<file path="src/rtl/ts_sync_aligner.sv">
// MPEG-TS sync hunter/aligner: locks onto 0x47 at PACKET_SIZE spacing and emits whole packets.
// Optional `TS_SYNC_ERR_FLAG_EN: repairs flywheel sync bytes and sets transport_error_indicator.
module ts_sync_aligner #(
    parameter int C_S_AXI_DATA_WIDTH = 32,
    parameter int PACKET_SIZE        = 188,
    parameter int LOCK_COUNT         = 3,
    parameter int LOSS_COUNT         = 3
) (
    input  logic                          mpeg_clk,
    input  logic                          rst_n,
    input  logic [7:0]                    mpeg_data,
    input  logic                          mpeg_valid,
    input  logic                          stats_clear,
    output logic [7:0]                    ts_out,
    output logic                          ts_out_valid,
    output logic                          ts_out_sync,
    output logic                          locked,
    output logic [C_S_AXI_DATA_WIDTH-1:0] packet_count,
    output logic [C_S_AXI_DATA_WIDTH-1:0] sync_loss_count
);

    localparam int BW = $clog2(PACKET_SIZE);
    localparam int HW = $clog2(LOCK_COUNT + 1);
    localparam int MW = $clog2(LOSS_COUNT + 1);
    localparam logic [BW-1:0] LAST_BYTE = BW'(PACKET_SIZE - 1);
    localparam logic [HW-1:0] LOCK_V    = HW'(LOCK_COUNT);
    localparam logic [MW-1:0] LOSS_V    = MW'(LOSS_COUNT);
    localparam logic [7:0]    SYNC_BYTE = 8'h47;

    typedef enum logic [1:0] {
        ST_HUNT   = 2'd0,
        ST_VERIFY = 2'd1,
        ST_LOCKED = 2'd2
    } state_t;

    state_t                        r_state;
    logic   [BW-1:0]               r_byte_cnt;
    logic   [HW-1:0]               r_hit_cnt;
    logic   [MW-1:0]               r_miss_cnt;
    logic   [7:0]                  r_ts_out;
    logic                          r_ts_out_valid;
    logic                          r_ts_out_sync;
    logic   [C_S_AXI_DATA_WIDTH-1:0] r_packet_count;
    logic   [C_S_AXI_DATA_WIDTH-1:0] r_sync_loss_count;

    state_t                        w_state_nxt;
    logic   [BW-1:0]               w_byte_cnt_nxt;
    logic   [HW-1:0]               w_hit_cnt_nxt;
    logic   [MW-1:0]               w_miss_cnt_nxt;
    logic   [BW-1:0]               w_byte_inc;
    logic   [HW-1:0]               w_hit_inc;
    logic   [MW-1:0]               w_miss_inc;
    logic                          w_at_sync;
    logic                          w_is_sync;
    logic                          w_emit;
    logic                          w_flywheel;
    logic                          w_loss;
    logic   [7:0]                  w_out_byte;

    assign w_at_sync  = (r_byte_cnt == '0);
    assign w_is_sync  = (mpeg_data == SYNC_BYTE);
    assign w_byte_inc = (r_byte_cnt == LAST_BYTE) ? '0 : r_byte_cnt + BW'(1);
    assign w_hit_inc  = r_hit_cnt + HW'(1);
    assign w_miss_inc = r_miss_cnt + MW'(1);

    // NOTE: every signal gets a default before the case so no path leaves it unassigned (no latches).
    always_comb begin
        w_state_nxt    = r_state;
        w_byte_cnt_nxt = r_byte_cnt;
        w_hit_cnt_nxt  = r_hit_cnt;
        w_miss_cnt_nxt = r_miss_cnt;
        w_emit         = 1'b0;
        w_flywheel     = 1'b0;
        w_loss         = 1'b0;
        if (mpeg_valid) begin
            case (r_state)
                ST_HUNT: begin
                    if (w_is_sync) begin
                        w_state_nxt    = ST_VERIFY;
                        w_byte_cnt_nxt = BW'(1);
                        w_hit_cnt_nxt  = HW'(1);
                    end
                end
                ST_VERIFY: begin
                    w_byte_cnt_nxt = w_byte_inc;
                    if (w_at_sync) begin
                        if (w_is_sync) begin
                            w_hit_cnt_nxt = w_hit_inc;
                            if (w_hit_inc == LOCK_V) begin
                                w_state_nxt    = ST_LOCKED;
                                w_miss_cnt_nxt = '0;
                                w_emit         = 1'b1;
                            end
                        end else begin
                            w_state_nxt    = ST_HUNT;
                            w_hit_cnt_nxt  = '0;
                            w_byte_cnt_nxt = '0;
                        end
                    end
                end
                ST_LOCKED: begin
                    w_emit         = 1'b1;
                    w_byte_cnt_nxt = w_byte_inc;
                    if (w_at_sync && w_is_sync) begin
                        w_miss_cnt_nxt = '0;
                    end else if (w_at_sync) begin
                        if (w_miss_inc == LOSS_V) begin
                            // Lock lost: the bad sync byte is dropped, not emitted.
                            w_state_nxt    = ST_HUNT;
                            w_emit         = 1'b0;
                            w_loss         = 1'b1;
                            w_byte_cnt_nxt = '0;
                            w_hit_cnt_nxt  = '0;
                            w_miss_cnt_nxt = '0;
                        end else begin
                            w_miss_cnt_nxt = w_miss_inc;
                            w_flywheel     = 1'b1;
                        end
                    end
                end
                default: begin
                    w_state_nxt    = ST_HUNT;
                    w_byte_cnt_nxt = '0;
                    w_hit_cnt_nxt  = '0;
                    w_miss_cnt_nxt = '0;
                end
            endcase
        end
    end

`ifdef TS_SYNC_ERR_FLAG_EN
    logic r_err_flag;

    always_ff @(posedge mpeg_clk or negedge rst_n) begin
        if (!rst_n) begin
            r_err_flag <= 1'b0;
        end else if (mpeg_valid) begin
            r_err_flag <= w_flywheel;
        end
    end

    // Byte 1 of a flywheel packet follows on the very next valid byte.
    always_comb begin
        w_out_byte = mpeg_data;
        if (w_flywheel) begin
            w_out_byte = SYNC_BYTE;
        end else if (r_err_flag && w_emit) begin
            w_out_byte = mpeg_data | 8'h80;
        end
    end
`else
    assign w_out_byte = mpeg_data;
`endif

    // NOTE: sequential state uses non-blocking assignments so all registers sample pre-edge values.
    always_ff @(posedge mpeg_clk or negedge rst_n) begin
        if (!rst_n) begin
            r_state           <= ST_HUNT;
            r_byte_cnt        <= '0;
            r_hit_cnt         <= '0;
            r_miss_cnt        <= '0;
            r_ts_out          <= '0;
            r_ts_out_valid    <= 1'b0;
            r_ts_out_sync     <= 1'b0;
            r_packet_count    <= '0;
            r_sync_loss_count <= '0;
        end else begin
            r_state        <= w_state_nxt;
            r_byte_cnt     <= w_byte_cnt_nxt;
            r_hit_cnt      <= w_hit_cnt_nxt;
            r_miss_cnt     <= w_miss_cnt_nxt;
            r_ts_out_valid <= w_emit;
            r_ts_out_sync  <= w_emit && w_at_sync;
            if (mpeg_valid) begin
                r_ts_out <= w_out_byte;
            end
            if (stats_clear) begin
                r_packet_count    <= '0;
                r_sync_loss_count <= '0;
            end else begin
                if (w_emit && w_at_sync) begin
                    r_packet_count <= r_packet_count + 1'b1;
                end
                if (w_loss) begin
                    r_sync_loss_count <= r_sync_loss_count + 1'b1;
                end
            end
        end
    end

    assign ts_out          = r_ts_out;
    assign ts_out_valid    = r_ts_out_valid;
    assign ts_out_sync     = r_ts_out_sync;
    assign locked          = (r_state == ST_LOCKED);
    assign packet_count    = r_packet_count;
    assign sync_loss_count = r_sync_loss_count;

endmodule

</file>
<file path="config.mk">
export PLATFORM = sky130hd
export DESIGN_NAME = ts_sync_aligner
export DESIGN_NICKNAME = d
export VERILOG_FILES = /design/src/rtl/ts_sync_aligner.sv
export SDC_FILE = /design/constraint.sdc
export NUM_CORES = 1
export LEC_CHECK = 0
export ABC_CLOCK_PERIOD_IN_PS = 6900
export BUFFER_PORTS_ARGS = -buffer_cell sky130_fd_sc_hd__buf_2
export CORE_MARGIN = 5
export CORE_UTILIZATION = 39
export DETAILED_ROUTE_END_ITERATION = 7
export HOLD_SLACK_MARGIN = 0.06
export PLACE_DENSITY = 0.68
export SKIP_CTS_REPAIR_TIMING = 1
export SLEW_MARGIN = 20
export SYNTH_ARGS = -nofsm -noshare
export SYNTH_HDL_FRONTEND = slang
export SYNTH_SLANG_ARGS = --single-unit
export TNS_END_PERCENT = 100
</file>
<file path="constraint.sdc">
create_clock -name mpeg_clk -period 6.9 [get_ports mpeg_clk]
set_clock_uncertainty 0.1 [all_clocks]
set_input_delay 0.345 -clock mpeg_clk [delete_from_list [all_inputs] [get_ports mpeg_clk]]
set_output_delay 0.345 -clock mpeg_clk [all_outputs]
set_load 0.02 [all_outputs]
</file>
==> results.json, run 1 <==
{
  "status": "complete, no violations",
  "criticalPathCategory": "flip-flop to flip-flop",
  "cts_tree": "yes",
  "p_comb_share_pct": 16.1,
  "cp.arrival_ns": 3.22,
  "slowest_delay_ns": 0.67,
  "ant_nets": 0,
  "min_period_ns": 3.07,
  "h-tree-depth": 3,
  "hold_path_depth": 2,
  "worstMarginPinSlew_ns": 0.957,
  "cts_sinks": 88,
  "synth_top_area_cell": "dfrtp_1",
  "ys_warn_count": 0,
  "synth_cells": 516,
  "switchingPower_uw": 346,
  "syn_area_um2": 4810,
  "max_slew_margin_pct": 35.6,
  "p_seq_share_pct": 47.9,
  "ir_drop_v": 0.000102,
  "synth_area_leaders": "dfrtp_1, a21oi_1, or3_1, nand3_1, nand4_1",
  "core_area_um2": 12100,
  "p_int_uw": 866,
  "gr-total-overflow": 0,
  "cp_top_family": "simple AND/OR/NAND/NOR gates",
  "synth-seq-area-share_pct": 45.8,
  "cp.required_ns": 7.05,
  "cts_buffers": 9,
  "worstPathMaxFanout": 28,
  "die_w_um": 121,
  "rsz0062_at_grt": "no",
  "synth-edff-count": 0,
  "max_freq_mhz": 326,
  "dieHeight_um": 121,
  "ys_seq_elements": 88,
  "gr-usage-all-layers_pct": 16.8,
  "insertion_delay_ns": 0.33,
  "multiInputGateArea_um2": 2450,
  "fin_util_pct": 46.9,
  "min_from": "mpeg_data[0]",
  "drv_cap": 0,
  "yosys.cell_types.count": 55,
  "drt_iter0_markers": 342,
  "gp_congestion": 0.841,
  "io_buffer_count": 86,
  "cts_buffer_depth": 2,
  "min_to": "ts_out[0]$_DFFE_PN0P_",
  "report.final.slew_viol_count": 0,
  "area_delta_synth_final_pct": 17.6,
  "p_per_area_nw_per_um2": 214,
  "async_flop_share_pct": 100,
  "crit_path_end_kind": "flip-flop",
  "drt-pass1-iter-count": 5,
  "hold_violations": 0,
  "fin_crit_sh_pct": 44.5,
  "synth_area_per_cell_um2": 9.32,
  "routedWlPerCell_um": 15.7,
  "slowest_stage": "or4_1",
  "cts.clk_slew.worst_paths_ns": 0.06,
  "tns_ns": 0,
  "antenna_found_initial": 0,
  "crit_buf_inv": 1,
  "dieArea_um2": 14600,
  "synth_ff_type": "dfrtp_1",
  "start_util_pct": 39.9,
  "reg2reg_slack_ns": 3.83,
  "n_fill_cell": 1149,
  "r2r_end": "packet_count[24]$_DFFE_PN0P_",
  "boundaryPins": 87,
  "grt_pass1_vias": 4294,
  "antenna_cells": 0,
  "finalSetupViolCount": 0,
  "start_kind": "flip-flop",
  "post-route-drc-count": 0,
  "p_leak_uw": 0.00242,
  "grt_max_degree": 76,
  "syn-num-nets": 537,
  "fin_total_pwr_uw": 1210,
  "clkPwrFrac_pct": 36.0,
  "swShare_pct": 28.5,
  "rr_worst_depth": 7,
  "drive_gt1_share_pct": 20.6,
  "viasPerCell": 5.72,
  "routed_wirelength_mm": 12.0,
  "crit_chain": "inv_1 > ha_1 > or4b_4 > nor3_2 > nand4b_2 > or4_1 > a21oi_1",
  "vias": 4376,
  "row_count": 40,
  "final_nets": 615,
  "cts_root_buf": "clkbuf_16",
  "layout.area.seq_um2": 2200,
  "grt_pass1_wl_mm": 20.3,
  "synth_top_area_share_pct": 45.8,
  "regToRegStartpoint": "r_byte_cnt[0]$_DFFE_PN0P_",
  "worstHoldPathType": "input pin to flip-flop",
  "dp_hpwl_mm": 8.52
}
layout make-up:
| cell class | count | share of cell area [%] |
|---|---|---|
| clock buffers | 13 | 4.43 |
| clock inverters | 1 | 0.0885 |
| inverters | 22 | 1.46 |
| multi-input cells | 384 | 43.3 |
| flip-flops and latches | 88 | 38.9 |
| well taps | 168 | 3.72 |
| repair buffers | 89 | 8.10 |
Yosys cell counts, types with 2 or more instances:
master	n
nand3_1	32
nand4_1	23
xnor2_1	16
nor3_1	8
o31ai_1	17
o22ai_1	4
a31oi_1	6
mux2_2	9
nor2_1	37
o21ai_0	28
ha_1	9
nor4_1	14
a21oi_1	41
and4_1	8
and2_1	2
or4_1	15
or4b_4	2
nor2b_1	2
a2bb2oi_1	2
a21boi_1	2
clkbuf_1	21
mux2i_1	3
or3_1	26
or4_2	2
inv_1	22
and4b_1	2
dfrtp_1	88
xor2_1	8
and3_1	5
nand2_1	37
layout by cell type (no fill, tap or decap), types with 22 or more instances in the layout:
cell / count
o21ai_0: 28
nand2_1: 37
buf_2: 85
nor2_1: 37
a21oi_1: 41
or3_1: 26
inv_1: 22
nand4_1: 23
dfrtp_1: 88
nand3_1: 32
cells by family after synthesis:
family | count (synthesis) | synth area share [%]
xor gates and xnor gates | 24 | 4.37
DFF | 88 | 45.8
buffers and inverters | 44 | 3.46
muxes | 12 | 2.73
adders and majority gates | 9 | 2.34
AOI/OAI and AO/OA | 112 | 14.0
and+or+nand+nor | 227 | 27.3
per-stage QoR:
stage | area, um2 | instances | hold slack [ns] | worst slack [ns]
6_report | 5650 | 765 | 0.161 | 3.83
5_1_grt | 5650 | 765 | 0.151 | 3.59
4_1_cts | 5640 | 764 | -0.256 | 3.86
3_5_place_dp | 5390 | 750 | 0.108 | 3.74
3_3_place_gp | 5380 | 750 | 0.107 | 3.86
2_1_floorplan | 4810 | 516 | -0.0506 | 4.37
registers in the layout (all words and copies together), names as in the netlist:
name	cells
r_miss_cnt	2
packet_count	32
r_byte_cnt	8
ts_out_sync	1
ts_out_valid	1
r_hit_cnt	2
sync_loss_count	32
r_state	2
ts_out	8
routing by layer:
| metal | vias up | GRT usage, % | part of all wire [%] |
|---|---|---|---|
| met5 | - | 0 | 0 |
| li1 | 2082 | - | - |
| met4 | 0 | 4.75 | 1.1 |
| met3 | 15 | 4.57 | 5.4 |
| met2 | 102 | 28.4 | 50 |
| met1 | 2177 | 21.0 | 43 |
power groups by stage:
stage | logic [uW] | clock network [uW] | registers (uW)
3_5_place_dp | 194 | 0 | 588
4_1_cts | 194 | 451 | 579
2_1_floorplan | 136 | 0 | 586
3_3_place_gp | 189 | 0 | 586
5_1_grt | 219 | 471 | 584
6_report | 196 | 436 | 581
worst max path at each step:
| stage | startpoint | slack [ns] | end | cells after the start |
|---|---|---|---|---|
| finish | r_byte_cnt[0]$_DFFE_PN0P_ | 3.83 | packet_count[24]$_DFFE_PN0P_ | 7 |
| global route | r_byte_cnt[0]$_DFFE_PN0P_ | 3.59 | packet_count[24]$_DFFE_PN0P_ | 7 |
| CTS | r_byte_cnt[0]$_DFFE_PN0P_ | 3.86 | packet_count[24]$_DFFE_PN0P_ | 7 |
| detailed placement | mpeg_data[5] | 3.74 | packet_count[24]$_DFFE_PN0P_ | 6 |
| global placement | mpeg_data[5] | 3.86 | packet_count[24]$_DFFE_PN0P_ | 6 |
| floorplan | r_state[0]$_DFFE_PN0P_ | 4.37 | sync_loss_count[26]$_DFFE_PN0P_ | 8 |
No activity file was read; power rests on OpenSTA's default activity.
==> inputs of run 2 (changes only) <==
ABC_CLOCK_PERIOD_IN_PS = 2500   (was 6900)
PLACE_DENSITY = 0.71   (was 0.68)
clock period = 2.5 ns   (was 6.9 ns; I/O delays follow)
==> results.json, run 2 (same netlist as run 1, synthesis figures left out) <==
{
  "criticalPathCategory": "flip-flop to flip-flop",
  "drv_cap": 0,
  "layout.cells.non_filler": 817,
  "r2r_end": "sync_loss_count[29]$_DFFE_PN0P_",
  "dp_hpwl_mm": 9.37,
  "finalSetupViolCount": 0,
  "hold_violations": 0,
  "h-tree-depth": 3,
  "dieHeight_um": 121,
  "tns_ns": 0,
  "cts_buffers": 9,
  "gr-usage-all-layers_pct": 18.2,
  "layout_common_cells": "dfrtp_1, buf_2, buf_4, a21oi_1, nand2_1",
  "cts_buffer_depth": 2,
  "cts_tree": "yes",
  "core_area_um2": 12100,
  "crit_path_end": "sync_loss_count[29]$_DFFE_PN0P_",
  "rsz0062_at_grt": "yes",
  "cp.required_ns": 2.67,
  "start_util_pct": 39.9,
  "io_buffer_count": 86,
  "drive_gt1_share_pct": 29.4,
  "setup.worst_path.start": "r_byte_cnt[0]$_DFFE_PN0P_",
  "vias": 4608,
  "layout_commonest_cell": "dfrtp_1",
  "viasPerCell": 5.64,
  "ir_drop_v": 0.000310,
  "worstHoldPathType": "input pin to flip-flop",
  "n_fill_cell": 1068,
  "layout_setup_ws_ns": 0.00863,
  "multiInputGateArea_um2": 2550,
  "start_kind": "flip-flop",
  "crit_path_end_kind": "flip-flop",
  "dieArea_um2": 14600,
  "antenna_cells": 0,
  "fin_crit_sh_pct": 99.7,
  "status": "complete, no violations",
  "ant_nets": 0,
  "gr-total-overflow": 0,
  "routedWlPerCell_um": 16.2,
  "placedCellCount": 789,
  "cts.clk_slew.worst_paths_ns": 0.06,
  "min_period_ns": 2.49,
  "rr_worst_depth": 8,
  "boundaryPins": 87,
  "row_count": 40,
  "regToRegStartpoint": "r_byte_cnt[0]$_DFFE_PN0P_",
  "reg2reg_slack_ns": 0.009,
  "grt_max_degree": 57,
  "cts_sinks": 88,
  "grt_pass1_vias": 4558,
  "max_slew_margin_pct": 55.2,
  "cts_root_buf": "clkbuf_16",
  "drt_iter0_markers": 349,
  "grt_pass1_wl_mm": 22.0,
  "worstPathMaxFanout": 6,
  "p_leak_uw": 0.00270,
  "antenna_found_initial": 0,
  "layout.area.seq_um2": 2200,
  "area_delta_synth_final_pct": 29.3,
  "max_freq_mhz": 401,
  "die_w_um": 121,
  "worstMarginPinSlew_ns": 0.672,
  "drt-pass1-iter-count": 5,
  "post-route-drc-count": 0,
  "gp_congestion": 0.892,
  "cp.arrival_ns": 2.66,
  "p_per_area_nw_per_um2": 593,
  "insertion_delay_ns": 0.34,
  "final_nets": 665,
  "report.final.slew_viol_count": 0,
  "post-place-ws_ns": -0.0708,
  "routed_wirelength_mm": 13.2
}
-- run 2: cell count changes in the layout (fill, tap and decap cells not counted), moves of 3 or more --
cell	change
or3_1	-3
dlygate4sd3_1	+8
or3_4	+3
nor4_1	-5
nor4_2	+5
buf_4	+40
-- run 2: area by class of cell --
| type | count | share of cell area, % |
|---|---|---|
| clock buffer | 11 | 3.90 |
| clock inverter | 5 | 0.905 |
| inverter | 22 | 1.33 |
| multi-input combinational | 384 | 41.1 |
| sequential | 88 | 35.4 |
| tap | 168 | 3.38 |
| timing repair buffer | 139 | 14.0 |
-- run 2: report_power, final --
group          internal (uW)  switching [uW]  leakage [uW]
logic                    325             448       0.00136
clock network            800             554      0.000145
registers               1510            55.2       0.00119
total                   2630            1060       0.00270
-- run 2: routing by layer --
| layer | routed length (um) | global-route usage, % | share of wire [%] |
|---|---|---|---|
| met3 | 633 | 3.92 | 4.8 |
| met1 | 5820 | 23.5 | 44 |
| met5 | 0 | 0 | 0 |
| met4 | 187 | 6.59 | 1.4 |
| met2 | 6600 | 30.0 | 50 |
-- run 2: worst min-delay path by stage --
stage / start / endpoint / slack [ns] / depth (start not counted)
2_1_floorplan: rst_n / packet_count[0]$_DFFE_PN0P_ / -0.27 / 0
3_3_place_gp: rst_n / packet_count[30]$_DFFE_PN0P_ / 0.003 / 1
3_5_place_dp: rst_n / packet_count[30]$_DFFE_PN0P_ / 0.01 / 1
4_1_cts: rst_n / packet_count[16]$_DFFE_PN0P_ / -0.36 / 1
5_1_grt: mpeg_valid / ts_out_valid$_DFF_PN0_ / 0.11 / 3
6_report: mpeg_valid / ts_out_valid$_DFF_PN0_ / 0.09 / 3
-- run 2: through the flow --
stage          instance area (um2)  hold slack [ns]  total power [uW]  util (%)
2_1_floorplan                 4810           -0.271              1990         -
3_3_place_gp                  5690          0.00283              2260      47.2
3_5_place_dp                  5690           0.0143              2290      47.2
4_1_cts                       5990           -0.355              3660      49.6
5_1_grt                       6220            0.109              3900      51.6
6_report                      6220           0.0854              3690      51.6
-- run 2: critical path: stages, from the launching register on --
cell and delay (ns):
dfrtp_1 0.39, inv_2 0.07, ha_4 0.12, or4b_4 0.48
buf_6 0.14, nor3_4 0.15, or4b_4 0.51, or3_1 0.32
a21oi_1 0.13
==> inputs of run 3 (changes only) <==
ABC_AREA = 1   (was default)
PLACE_DENSITY = 0.69   (was 0.71)
==> results.json, run 3 <==
{
  "status": "complete, no violations",
  "antenna_cells": 0,
  "vias": 5899,
  "cp_top_family": "simple AND/OR/NAND/NOR gates",
  "syn_area_um2": 5770,
  "drt-pass1-iter-count": 5,
  "insertion_delay_ns": 0.35,
  "post-route-drc-count": 0,
  "start_kind": "flip-flop",
  "swShare_pct": 33.1,
  "viasPerCell": 5.13,
  "p_per_area_nw_per_um2": 590,
  "gp_congestion": 0.951,
  "yosysMostFrequentCell": "nand2_1",
  "routedWlPerCell_um": 14.3,
  "ys_seq_elements": 88,
  "drt_iter0_markers": 532,
  "async_flop_share_pct": 100,
  "worstHoldPathType": "input pin to flip-flop",
  "max_slew_margin_pct": 62.7,
  "report.final.slew_viol_count": 0,
  "routed_wirelength_mm": 16.4,
  "max_freq_mhz": 493,
  "rsz0062_at_grt": "no",
  "p_comb_share_pct": 23.8,
  "hold_violations": 0,
  "synth-edff-count": 0,
  "worstPathMaxFanout": 32,
  "ir_drop_v": 0.000370,
  "crit_chain": "inv_1 > ha_1 > nand2_1 > nor2_2 > nand3_4 > nand2_4 > nand2_4 > nand3_4 > buf_4 > nand3_1 > nand2_1",
  "reg2reg_slack_ns": 0.47,
  "cts_tree": "yes",
  "cts_root_buf": "clkbuf_16",
  "cts_buffers": 9,
  "layout_setup_ws_ns": 0.473,
  "synth_common_cells": "nand2_1, nor2_1, dfrtp_1",
  "p_leak_uw": 0.00329,
  "crit_buf_inv": 2,
  "finalSetupViolCount": 0,
  "syn-num-nets": 886,
  "row_count": 44,
  "final_area_um2": 6830,
  "synth_ff_type": "dfrtp_1",
  "clkPwrFrac_pct": 36.7,
  "cp.required_ns": 2.69,
  "yosys.cell_types.count": 31,
  "gr-total-overflow": 0,
  "grt_max_degree": 44,
  "dieArea_um2": 17300,
  "start_util_pct": 39.7,
  "grt_pass1_vias": 5401,
  "slowest_delay_ns": 0.40,
  "io_buffer_count": 86,
  "worstMarginPinSlew_ns": 0.559,
  "tns_ns": 0,
  "cts_buffer_depth": 2,
  "cts.clk_slew.worst_paths_ns": 0.07,
  "ys_warn_count": 0,
  "criticalPathCategory": "flip-flop to flip-flop",
  "p_int_uw": 2700,
  "synth-seq-area-share_pct": 38.2,
  "crit_path_end_kind": "flip-flop",
  "synth_top_area_cell": "dfrtp_1",
  "die_w_um": 132,
  "h-tree-depth": 3,
  "final_nets": 981,
  "dp_hpwl_mm": 11.9,
  "core_area_um2": 14500,
  "min_period_ns": 2.03,
  "placed_cell_area_um2": 6370,
  "synth_top_area_share_pct": 38.2,
  "area_delta_synth_final_pct": 18.3,
  "fin_crit_sh_pct": 81.1,
  "cp.arrival_ns": 2.21,
  "post-place-ws_ns": 0.490,
  "p_seq_share_pct": 39.5,
  "drive_gt1_share_pct": 13.7,
  "cts_sinks": 88,
  "antenna_found_initial": 0,
  "slowest_stage": "dfrtp_1",
  "synth_cells": 865,
  "gr-usage-all-layers_pct": 18.4,
  "drv_cap": 0,
  "layout_commonest_cell": "nand2_1",
  "boundaryPins": 87,
  "synth_area_per_cell_um2": 6.67,
  "layout_common_cells": "nand2_1, nor2_1, dfrtp_1, nand3_1, buf_2",
  "dieHeight_um": 132,
  "grt_pass1_wl_mm": 26.8,
  "switchingPower_uw": 1330,
  "synth_area_leaders": "dfrtp_1, nand2_1, nor2_1, nand3_1, inv_1",
  "ant_nets": 0
}
## run 3: changes by cell type in the layout (fill, tap and decap cells not counted), moves of 17 or more
cell     before  now
o31ai_1      17    0
buf_4        43    9
nor2_1       36  141
nand3_1      30   85
inv_1        20   74
nand2_1      37  290
a21oi_1      39   15
or3_1        23    0
## run 3: cells by family after synthesis
family | Yosys count | synth area share, %
AO/OA/AOI/OAI | 71 | 6.72
AND/OR/NAND/NOR | 578 | 42.8
flip-flops | 88 | 38.2
XOR/XNOR | 20 | 3.04
buffers and inverters | 99 | 7.29
adder cells (fa/ha/maj) | 9 | 1.95
## run 3: power groups by stage
stage / Combinational [uW] / Sequential, uW / Clock (uW)
finish: 960 / 1590 / 1480
global route: 1090 / 1600 / 1570
CTS: 945 / 1590 / 1510
detailed placement: 943 / 1620 / 0
global placement: 938 / 1610 / 0
floorplan: 673 / 1650 / 0
## run 3: layout make-up
class | count | area, um2
multi-input combinational | 678 | 3150
fill | 1514 | 7710
inverter | 75 | 282
tap | 184 | 230
clock buffer | 10 | 239
clock inverter | 6 | 82.6
timing repair buffer | 108 | 643
sequential | 88 | 2200
## run 3: worst reg2reg max path, stage by stage, from the launching register on
cell and delay [ns]:
dfrtp_1 0.40, inv_1 0.09, ha_1 0.19, nand2_1 0.10, nor2_2 0.16, nand3_4 0.12, nand2_4 0.11, nand2_4 0.06
nand3_4 0.07, buf_4 0.35, nand3_1 0.14, nand2_1 0.10
## run 3: metrics by stage
step           hold WS [ns]  cells  util (%)  total power [uW]
3_3_place_gp         0.0667   1120      43.9              2550
4_1_cts              -0.315   1136      46.1              4050
3_5_place_dp         0.0629   1120      43.9              2560
6_report              0.126   1149      47.0              4030
5_1_grt               0.156   1149      47.0              4260
2_1_floorplan        -0.271    865         -              2320
## run 3: routing by layer
layer	routed length [um]	GRT usage, %
met2	7500	28.6
met1	7420	25.3
met5	0	0
met4	481	7.60
met3	973	3.33
## run 3: path summary, 6_finish.rpt
path	start	cells after the start	endpoint
max	r_byte_cnt[0]$_DFFE_PN0P_	11	packet_count[12]$_DFFE_PN0P_
min	stats_clear	4	packet_count[23]$_DFFE_PN0P_
max reg2reg	r_byte_cnt[0]$_DFFE_PN0P_	11	packet_count[12]$_DFFE_PN0P_
min reg2reg	ts_out[6]$_DFFE_PN0P_	2	ts_out[6]$_DFFE_PN0P_
max in group asynchronous	rst_n	3	r_byte_cnt[3]$_DFFE_PN0P_
min in group asynchronous	rst_n	2	sync_loss_count[20]$_DFFE_PN0P_
